--- src/rtl/serial_tx_pkg.sv ---
// -----------------------------------------------------------------------------
// serial_tx_pkg
//
// Shared definitions for the bit-serial link (transmitter and matching SIPO
// receiver):
//   - tx_state_e : frame sequencer states, fixed encodings so both ends of the
//                  link and any debug tap agree on the numeric values.
//   - MARK/SPACE : line levels. The line idles at MARK; a start bit is SPACE.
//   - cnt_width  : register width for a counter spanning 0..range-1. A counter
//                  always has at least one bit, even when range is 1.
// -----------------------------------------------------------------------------
package serial_tx_pkg;

   typedef enum logic [1:0] {
      IDLE  = 2'd0,
      START = 2'd1,
      DATA  = 2'd2,
      STOP  = 2'd3
   } tx_state_e;

   localparam logic MARK  = 1'b1;
   localparam logic SPACE = 1'b0;

   function automatic int cnt_width(input int range);
      return (range > 1) ? $clog2(range) : 1;
   endfunction

   function automatic int max_int(input int a, input int b);
      return (a > b) ? a : b;
   endfunction

endpackage : serial_tx_pkg

--- src/rtl/serial_tx_bit_timer.sv ---
// -----------------------------------------------------------------------------
// bit_timer
//
// Divides the clock into bit periods of DIV clocks. While run is high the
// divider counts 0..DIV-1 and wraps; tick is high during the last clock of
// each period, so the edge that ends the period is the bit boundary. While
// run is low the divider is parked at 0 and tick stays low, so the first
// period after run rises is a full DIV clocks long.
//
// Ports
//   clk   in   1   clock, rising edge
//   clr   in   1   asynchronous reset, active low
//   run   in   1   count enable (high while a frame is on the line)
//   tick  out  1   high on the last clock of each bit period
// -----------------------------------------------------------------------------
module bit_timer
   import serial_tx_pkg::*;
#(
   parameter int DIV = 4
) (
   input  logic clk,
   input  logic clr,
   input  logic run,
   output logic tick
);

   localparam int              CW   = cnt_width(DIV);
   localparam logic [CW-1:0]   LAST = CW'(DIV - 1);

   logic [CW-1:0] div_cnt_q;
   logic [CW-1:0] div_cnt_d;

   // With DIV=1, LAST is 0: the divider never leaves 0 and every clock with
   // run high is a bit boundary.
   assign tick = run && (div_cnt_q == LAST);

   always_comb begin
      // NOTE: every combinational output gets a default first so no path
      // leaves it unassigned; otherwise synthesis infers a latch.
      div_cnt_d = div_cnt_q;
      if (!run) begin
         div_cnt_d = '0;
      end else if (div_cnt_q == LAST) begin
         div_cnt_d = '0;
      end else begin
         div_cnt_d = div_cnt_q + CW'(1);
      end
   end

   always_ff @(posedge clk or negedge clr) begin
      // NOTE: state is updated with non-blocking assignments so every flop
      // samples pre-edge values regardless of statement or process order.
      if (!clr) begin
         div_cnt_q <= '0;
      end else begin
         div_cnt_q <= div_cnt_d;
      end
   end

endmodule : bit_timer

--- src/rtl/serial_tx.sv ---
// -----------------------------------------------------------------------------
// serial_tx
//
// Parallel-in, serial-out frame transmitter for the bit-serial peripheral
// chain. A WIDTH-bit word is accepted over valid/ready and sent on txd as
//   start bit (SPACE), WIDTH data bits LSB first, STOP_BITS stop bits (MARK),
// each bit held DIV clocks. A frame occupies exactly
// (1 + WIDTH + STOP_BITS) * DIV clocks, during which ready is low.
//
// With valid held high, the next word is accepted on the edge after ready
// rises, which leaves exactly one idle (MARK) clock between frames.
//
// txd comes straight from a flop, so there is no combinational path from
// data/valid to the line. Pulling clr low aborts any frame at once; the line
// returns to MARK and the partial frame is discarded.
//
// Parameters
//   WIDTH       data bits per frame (>= 1)
//   DIV         clocks per bit (>= 1)
//   STOP_BITS   stop bits per frame (1 or 2)
//   FANOUT_TXD  loads on txd, handed to the output driver stage
//
// Ports
//   clk    in   1      clock, rising edge
//   clr    in   1      asynchronous reset, active low
//   data   in   WIDTH  word to send, sampled only on the accept edge
//   valid  in   1      word present on data
//   ready  out  1      idle, can accept a word
//   txd    out  1      serial line, idles high
//   busy   out  1      frame in progress (inverse of ready)
// -----------------------------------------------------------------------------
module serial_tx
   import serial_tx_pkg::*;
#(
   parameter int WIDTH      = 8,
   parameter int DIV        = 4,
   parameter int STOP_BITS  = 1,
   parameter int FANOUT_TXD = 3
) (
   input  logic             clk,
   input  logic             clr,
   input  logic [WIDTH-1:0] data,
   input  logic             valid,
   output logic             ready,
   output logic             txd,
   output logic             busy
);

   // Parameter sanity: reject configurations the sequencer cannot produce.
   if (WIDTH < 1) begin : g_bad_width
      $error("serial_tx: WIDTH must be >= 1");
   end
   if (DIV < 1) begin : g_bad_div
      $error("serial_tx: DIV must be >= 1");
   end
   if ((STOP_BITS < 1) || (STOP_BITS > 2)) begin : g_bad_stop
      $error("serial_tx: STOP_BITS must be 1 or 2");
   end
   if (FANOUT_TXD < 1) begin : g_bad_fanout
      $error("serial_tx: FANOUT_TXD must be >= 1");
   end

   // The bit counter indexes data bits (0..WIDTH-1) and is reused to count
   // stop bits, so it must cover whichever range is larger.
   localparam int               BCW       = cnt_width(max_int(WIDTH, STOP_BITS));
   localparam logic [BCW-1:0]   LAST_DATA = BCW'(WIDTH - 1);
   localparam logic [BCW-1:0]   LAST_STOP = BCW'(STOP_BITS - 1);

   tx_state_e        state_q;
   tx_state_e        state_d;
   logic [WIDTH-1:0] shift_q;
   logic [WIDTH-1:0] shift_d;
   logic [BCW-1:0]   bit_cnt_q;
   logic [BCW-1:0]   bit_cnt_d;
   logic             txd_q;
   logic             txd_d;

   logic             run;
   logic             tick;
   logic             accept;

   assign ready  = (state_q == IDLE);
   assign busy   = ~ready;
   assign txd    = txd_q;
   assign accept = valid && ready;
   assign run    = (state_q != IDLE);

   bit_timer #(
      .DIV (DIV)
   ) u_bit_timer (
      .clk  (clk),
      .clr  (clr),
      .run  (run),
      .tick (tick)
   );

   // Next-state and next-line logic. txd_d is the level the line takes from
   // the coming edge onward, so each transition loads the level of the bit
   // that starts at that edge.
   always_comb begin
      state_d   = state_q;
      shift_d   = shift_q;
      bit_cnt_d = bit_cnt_q;
      txd_d     = txd_q;

      case (state_q)
         IDLE: begin
            txd_d = MARK;
            if (accept) begin
               shift_d   = data;
               bit_cnt_d = '0;
               txd_d     = SPACE;
               state_d   = START;
            end
         end

         START: begin
            if (tick) begin
               txd_d   = shift_q[0];
               shift_d = shift_q >> 1;
               state_d = DATA;
            end
         end

         DATA: begin
            if (tick) begin
               if (bit_cnt_q == LAST_DATA) begin
                  txd_d     = MARK;
                  bit_cnt_d = '0;
                  state_d   = STOP;
               end else begin
                  // shift_q[0] already holds the next bit: the register was
                  // shifted when the current bit was put on the line.
                  txd_d     = shift_q[0];
                  shift_d   = shift_q >> 1;
                  bit_cnt_d = bit_cnt_q + BCW'(1);
               end
            end
         end

         STOP: begin
            txd_d = MARK;
            if (tick) begin
               if (bit_cnt_q == LAST_STOP) begin
                  bit_cnt_d = '0;
                  state_d   = IDLE;
               end else begin
                  bit_cnt_d = bit_cnt_q + BCW'(1);
               end
            end
         end

         default: begin
            txd_d   = MARK;
            state_d = IDLE;
         end
      endcase
   end

   always_ff @(posedge clk or negedge clr) begin
      if (!clr) begin
         state_q   <= IDLE;
         shift_q   <= '0;
         bit_cnt_q <= '0;
         txd_q     <= MARK;
      end else begin
         state_q   <= state_d;
         shift_q   <= shift_d;
         bit_cnt_q <= bit_cnt_d;
         txd_q     <= txd_d;
      end
   end

endmodule : serial_tx

--- config.mk ---
export PLATFORM = sky130hd
export DESIGN_NAME = serial_tx
export DESIGN_NICKNAME = d
export VERILOG_FILES = /design/src/rtl/serial_tx_pkg.sv /design/src/rtl/serial_tx_bit_timer.sv /design/src/rtl/serial_tx.sv
export SDC_FILE = /design/constraint.sdc
export NUM_CORES = 1
export LEC_CHECK = 0
export BUFFER_PORTS_ARGS = -buffer_cell sky130_fd_sc_hd__buf_2
export CAP_MARGIN = 40
export CELL_PAD_IN_SITES_DETAIL_PLACEMENT = 1
export CELL_PAD_IN_SITES_GLOBAL_PLACEMENT = 1
export CORE_MARGIN = 10
export CORE_UTILIZATION = 38
export DETAILED_ROUTE_END_ITERATION = 6
export HOLD_SLACK_MARGIN = 0.02
export PLACE_DENSITY_LB_ADDON = 0.1
export SLEW_MARGIN = 25
export SYNTH_ARGS = -nofsm -noshare
export SYNTH_HDL_FRONTEND = slang
export SYNTH_SLANG_ARGS = --single-unit
--- constraint.sdc ---
create_clock -name clk -period 1.66 [get_ports clk]
set_input_delay 0.332 -clock clk [delete_from_list [all_inputs] [get_ports clk]]
set_output_delay 0.332 -clock clk [all_outputs]
set_load 0.02 [all_outputs]
==> results of run 1 <==
## routing by layer
layer,GRT usage (%),share of wire [%],routed length [um],vias to the layer above
met2,15.1,52,1150,11
met5,0,0,0,-
li1,-,-,-,388
met3,3.77,4.0,87,2
met4,1.29,0.36,8,0
met1,10.3,43,950,370
## power groups by stage
stage	Combinational (mW)	Sequential, mW	Clock (mW)
4_1_cts	1.85	0.719	0.272
2_1_floorplan	1.26	0.712	0
6_report	1.98	0.729	0.258
5_1_grt	2.21	0.759	0.290
3_5_place_dp	1.66	0.729	0
3_3_place_gp	1.61	0.718	0
## metrics by stage
stage               TNS [ns]  instance area [sq um]  power (mW)  util, %
floorplan                  0                    983        1.97        -
global route         -0.0350                   1260        3.26     50.8
global placement           0                   1100        2.32     44.6
finish                     0                   1260        2.97     50.8
CTS                  -0.0207                   1190        2.84     48.1
detailed placement    -0.189                   1100        2.38     44.6
## path summary, 6_finish.rpt
check	start	slack, ns	depth (start not counted)	to
max	state_q[0]	0.06	5	busy
min	data[7]	0.29	3	shift_q[7]
max reg2reg	state_q[1]	0.08	5	state_q[1]
min reg2reg	u_bit_timer.div_cnt_q[0]	0.44	1	u_bit_timer.div_cnt_q[0]
max in group asynchronous	clr	0.87	2	txd
min in group asynchronous	clr	0.48	2	state_q[1]
## sequential cells by signal, summed over array words and instances, names as in the netlist
register	count
state_q	2
txd	1
bit_cnt_q	3
u_bit_timer.div_cnt_q	2
shift_q	8
## cells by family after synthesis
group	Yosys count	synth area share (%)
DFF	16	40.9
adders and majority gates	11	14.0
muxes	9	9.31
and+or+nand+nor	29	14.8
buffers and inverters	11	5.74
AOI/OAI and AO/OA	21	15.2
## worst max-delay path, stage by stage (launching register included)
cell     delay (ns)
dfrtp_1        0.42
inv_2          0.14
ha_4           0.17
buf_6          0.10
inv_1          0.04
buf_6          0.12
## timing repair
action	in CTS	in global routing
hold endpoints to repair	15	0
hold buffers	1	0
setup endpoints to repair	11	14
gates resized for setup	3	10
buffers inserted	2	4
pin swaps	1	4
## area by class of cell
type	instances	area share, %
clock buffers	4	2.89
inverters	8	2.59
flip-flops and latches	16	32.0
repair buffers	26	15.1
well taps	30	2.99
multi-input cells	70	44.4
## cell usage in the layout, fill, tap and decap left out, drive strengths merged
cell type	n
dfrtp	15
nor2b	2
nand3	1
ha	11
mux2i	8
dfstp	1
a2bb2oi	2
mux2	1
dlygate4sd3	1
o31ai	1
nand3b	1
or3b	1
nor2	14
o2111a	1
nor3	3
o21ai	3
a21o	1
o21bai	1
o211a	1
a31oi	1
inv	8
o21a	1
buf	25
nand2	4
nand2b	3
a21oi	9
clkbuf	4
==> summary.txt, run 1 <==
sequential cell area -> 403 sq um
vias in the first global route -> 834
Hold Fails Final Rpt -> 0
wire length of the first global-routing pass -> 3.74 mm
CP Launch Type -> flop
top_reg_cell synth -> dfrtp_1
DRT antenna net count -> 0
Pint -> 1.76 mW
Period Utilization, post-route -> 96.4%
row count -> 18
Final setup violation count -> 0
Mapped Area -> 981 sq um
Die Footprint -> 5010 sq um
share of cells above drive strength 1 -> 36.3%
Critical Path Fanout Max -> 4
Core Area -> 2480 sq um
Post-Syn Nets -> 119
Final Skew -> 0.00927 ns
CTS tree -> done
final wirelength -> 2.19 mm
Clk pin slew, worst setup/hold paths -> 0.09 ns
upper clock frequency limit -> 625 MHz
CTS H-tree depth -> 1
clock sinks -> 16
status -> complete, no violations
top-count cell post-synth -> dfrtp_1
Final Worst Setup Slack -> 0.0592 ns
sequential cell area fraction in the yosys report -> 40.9%
die height -> 70.8 um
DP Cell Count -> 143
Comb power frac -> 66.8%
Setup crit end kind -> output pin
Avg Synthesized Cell Area -> 10.1 sq um
HP Class -> input pin to flop
Seq pwr share -> 24.6%
initial antenna violation count -> 0
HPWL Detailed -> 1.62 mm
Ports -> 14
Initial DRC Count -> 23
top cell type by total area after synthesis -> dfrtp_1
pin count of the biggest net entering global routing -> 17
part of the power in the clock network -> 8.7%
CP arrival -> 1.27 ns
CTS Buffer Depth -> 2
Commonest cells post-synth -> 15 x dfrtp_1, 13 x nor2_1, 11 x ha_1
vias per cell -> 5.01
TritonCTS buffer count -> 3
Filler cells -> 286
Antenna diodes -> 0
Final Non-Filler Cells -> 154
switch share -> 40.7%
required time of the critical path -> 1.33 ns
Multi-input gate area -> 558 sq um
Yosys cell types -> 29
WS Path Type -> flop to output pin
Port Buffers -> 13
Async SR Flop Fraction -> 100%
Initial Utilization -> 39.6%
root buf cell -> clkbuf_4
gpl congestion -> 0.800
dpl ws -> -0.0553 ns
Cells after Synth -> 97
RSZ-0062 raised after global routing -> true
Pwr per Cell Area -> 2360 nW/um^2
min Tclk post-route -> 1.60 ns
clk_lat worst skew -> 0.29 ns
NumNets Final -> 147
top cells by area, synth -> dfrtp_1 38%, ha_1 14%, mux2i_1 8.2%
post-synth top area share -> 38.3%
Max Cap Violations -> 0
Area Growth Syn to Fin -> 28.2%
WHS -> 0.292 ns
grt ovf -> 0
Slew Limit Headroom -> 75.0%
Tot GR Track Use -> 8.88%
die width -> 70.8 um
Residual DRC -> 0
Ys Warns -> 0
EDFF count, synth -> 0
DR pass1 iterations -> 4
Slew Viols, Final -> 0
vias -> 771
synthesis-stage register bit count -> 16
Worst Max-Slew Pin Slew -> 0.375 ns
NetSw -> 1.21 mW
VDD IR-drop max -> 1070 uV
static leakage -> 0.606 nW
drt wl/cell -> 14.2 um
Note: power is estimated with default switching activity, not from simulation.
==> run 2, diff against run 1 <==
--- a/config.mk
+++ b/config.mk
@@ -5,6 +5,7 @@
 export SDC_FILE = /design/constraint.sdc
 export NUM_CORES = 1
 export LEC_CHECK = 0
+export ABC_AREA = 1
 export BUFFER_PORTS_ARGS = -buffer_cell sky130_fd_sc_hd__buf_2
 export CAP_MARGIN = 40
 export CELL_PAD_IN_SITES_DETAIL_PLACEMENT = 1
==> run 2 against run 1 <==
Net effect: sequential share of layout area up 1.4 points; via count rose by 6.5%; worst setup slack improved by 0.033 ns; largest cell class unchanged; first-iteration DRC count grew 4.3%; sequential power down 5.8%; register-to-register slack better by 0.03 ns; hold slack got worse by 0.0011 ns; synthesized cell count up 18%; largest power group unchanged.
==> summary.txt, run 2 <==
final wirelength -> 2.40 mm
CP max stage cell -> dfrtp_1
top_reg_cell synth -> dfrtp_1
commonest cells after routing, fill and taps aside -> 31 x nand2_1, 15 x dfrtp_1, 13 x nand3_1, 13 x buf_2, 12 x inv_1
Die Footprint -> 5100 sq um
Core Area -> 2500 sq um
RR Endpoint -> shift_q[1]
R2R setup slack -> 0.11 ns
Max Cap Violations -> 0
CP arrival -> 1.24 ns
met1 WL -> 1.10 mm
Pwr per Cell Area -> 2130 nW/um^2
Ys Warns -> 0
HP Class -> input pin to flop
most common cell after layout, fill and taps aside -> nand2_1
Area Growth Syn to Fin -> 19.8%
synthesis-stage register bit count -> 16
static leakage -> 0.645 nW
top-count cell post-synth -> nand2_1
Async SR Flop Fraction -> 100%
Initial DRC Count -> 24
min Tclk post-route -> 1.57 ns
root buf cell -> clkbuf_4
Avg Synthesized Cell Area -> 8.80 sq um
vias -> 821
Ports -> 14
Setup crit end kind -> output pin
wire length of the first global-routing pass -> 4.01 mm
CTS tree -> done
Crit Reg-Reg Startpoint -> state_q[0]
post-synth top area share -> 37.4%
WHS Endpoint -> shift_q[7]
Yosys cell types -> 22
top flop regs -> shift_q: 8 flops, bit_cnt_q: 3 flops
Residual DRC -> 0
VDD IR-drop max -> 1260 uV
Period Utilization, post-route -> 94.4%
WL met2 -> 1.18 mm
Setup TNS -> 0 ns
share of cells above drive strength 1 -> 24.6%
status -> complete, no violations
CTS H-tree depth -> 1
top sig layer -> met4
placement-stage cell area -> 1110 sq um
die height -> 71.4 um
Slowest Stage Delay on Critical Path -> 0.44 ns
gpl congestion -> 0.798
Finished Cell Area -> 1200 sq um
initial antenna violation count -> 0
TritonCTS buffer count -> 3
Hold Fails Final Rpt -> 0
vias per cell -> 5.01
Post-Syn Nets -> 136
pin count of the biggest net entering global routing -> 17
die width -> 71.4 um
Critical Path Fanout Max -> 6
grt ovf -> 0
EDFF count, synth -> 0
hold depth -> 3
most flop-heavy register -> shift_q
Cells after Synth -> 114
WS Path Type -> flop to output pin
Slew Limit Headroom -> 75.7%
Filler cells -> 317
Clk pin slew, worst setup/hold paths -> 0.10 ns
hold wc startpoint -> data[7]
Initial Utilization -> 40.1%
Final setup violation count -> 0
Port Buffers -> 13
Worst Max-Slew Pin Slew -> 0.364 ns
top cell type by total area after synthesis -> dfrtp_1
family with the most delay on the worst path -> flip-flops
Commonest cells post-synth -> 31 x nand2_1, 15 x dfrtp_1, 13 x inv_1, 13 x nand3_1, 11 x ha_1
clk_lat worst skew -> 0.29 ns
HPWL Detailed -> 1.84 mm
CP Launch Type -> flop
clock sinks -> 16
Tot GR Track Use -> 9.45%
CP bufs+invs -> 3
sequential cell area fraction in the yosys report -> 40.0%
row count -> 18
Mapped Area -> 1000 sq um
DR pass1 iterations -> 4
DRT antenna net count -> 0
most used cell, CP -> inv_2
upper clock frequency limit -> 638 MHz
met3 WL post-DR -> 79 um
drt wl/cell -> 14.6 um
critical path, cell by cell -> inv_2 > ha_4 > inv_2 > buf_2
required time of the critical path -> 1.33 ns
vias in the first global route -> 928
Slew Viols, Final -> 0
Antenna diodes -> 0
flip-flop count of the largest register after layout -> 8
NumNets Final -> 157
R2R cell count -> 6
CTS Buffer Depth -> 2
top cells by area, synth -> dfrtp_1 37%, ha_1 14%, nand2_1 12%
Final Skew -> 0.00308 ns
==> run 2: changes by cell type after synthesis, sizes merged, moves of 2 or more <==
cell,delta
nor3,-2
o21ai,+7
nand4,+2
nor2,-12
a21oi,-7
a2bb2oi,-2
nor2b,-2
nand3,+13
inv,+6
nand2b,-3
nand2,+28
==> run 2: timing repair <==
| item | CTS | global route |
|---|---|---|
| buffers inserted | 0 | 0 |
| gates cloned | 0 | 1 |
| pin swaps | 0 | 1 |
| endpoints found under the setup margin | 2 | 10 |
| resized for setup | 2 | 5 |
| hold buffers | 1 | 0 |
| endpoints found under the hold margin | 15 | 0 |
==> run 2: logic make-up after synthesis <==
family / share of synthesized area (%)
compound gates: 8.98
flops: 40.0
buf+inv: 6.86
simple gates: 23.4
fa+ha+maj: 13.7
mux: 6.98
==> run 2: how the worst max path moves through the flow <==
| stage | start | endpoint | slack, ns | depth (start not counted) |
|---|---|---|---|---|
| 3_5_place_dp | state_q[1] | shift_q[1] | 0.06 | 8 |
| 4_1_cts | state_q[1] | busy | 0.01 | 4 |
| 3_3_place_gp | state_q[1] | shift_q[1] | 0.12 | 8 |
| 6_report | state_q[1] | busy | 0.09 | 4 |
| 5_1_grt | state_q[1] | bit_cnt_q[2] | -0.002 | 8 |
| 2_1_floorplan | state_q[0] | shift_q[1] | 0.03 | 9 |
==> run 2: report_power, final <==
group	total (mW)	internal, mW	leakage [nW]	switching (mW)
combinational	1.61	0.620	0.423	0.986
sequential	0.687	0.580	0.202	0.107
clock	0.266	0.134	0.0210	0.132
==> run 2: worst min-delay path: cells and delay by family <==
kind	cells	cell delay, ns
compound gates	1	0.06
buf+inv	1	0.10
simple gates	1	0.07
==> run 2: metal layers <==
metal / up-vias / global-route usage (%)
met5: - / 0
met4: 0 / 3.23
met3: 4 / 2.62
met2: 10 / 16.8
met1: 389 / 10.5
li1: 418 / -
==> run 2: final cells by class <==
cell class	instances	area, sq um	area share (%)
clock buffers	4	36.3	3.02
flip-flops and latches	16	402	33.4
well taps	30	37.5	3.12
repair buffers	17	97.6	8.12
multi-input cells	83	577	48.0
inverters	14	52.6	4.37
==> run 2: per-stage QoR <==
stage	power, mW	cells	setup slack, ns	hold WS, ns	utilization (%)
after floorplan	1.83	114	0.0263	0.0364	-
after global placement	2.13	158	0.123	0.271	44.5
after detailed placement	2.19	158	0.0556	0.272	44.5
after CTS	2.51	163	0.0130	0.281	46.8
after global routing	2.83	164	-0.00185	0.299	48.1
final	2.56	164	0.0926	0.291	48.1
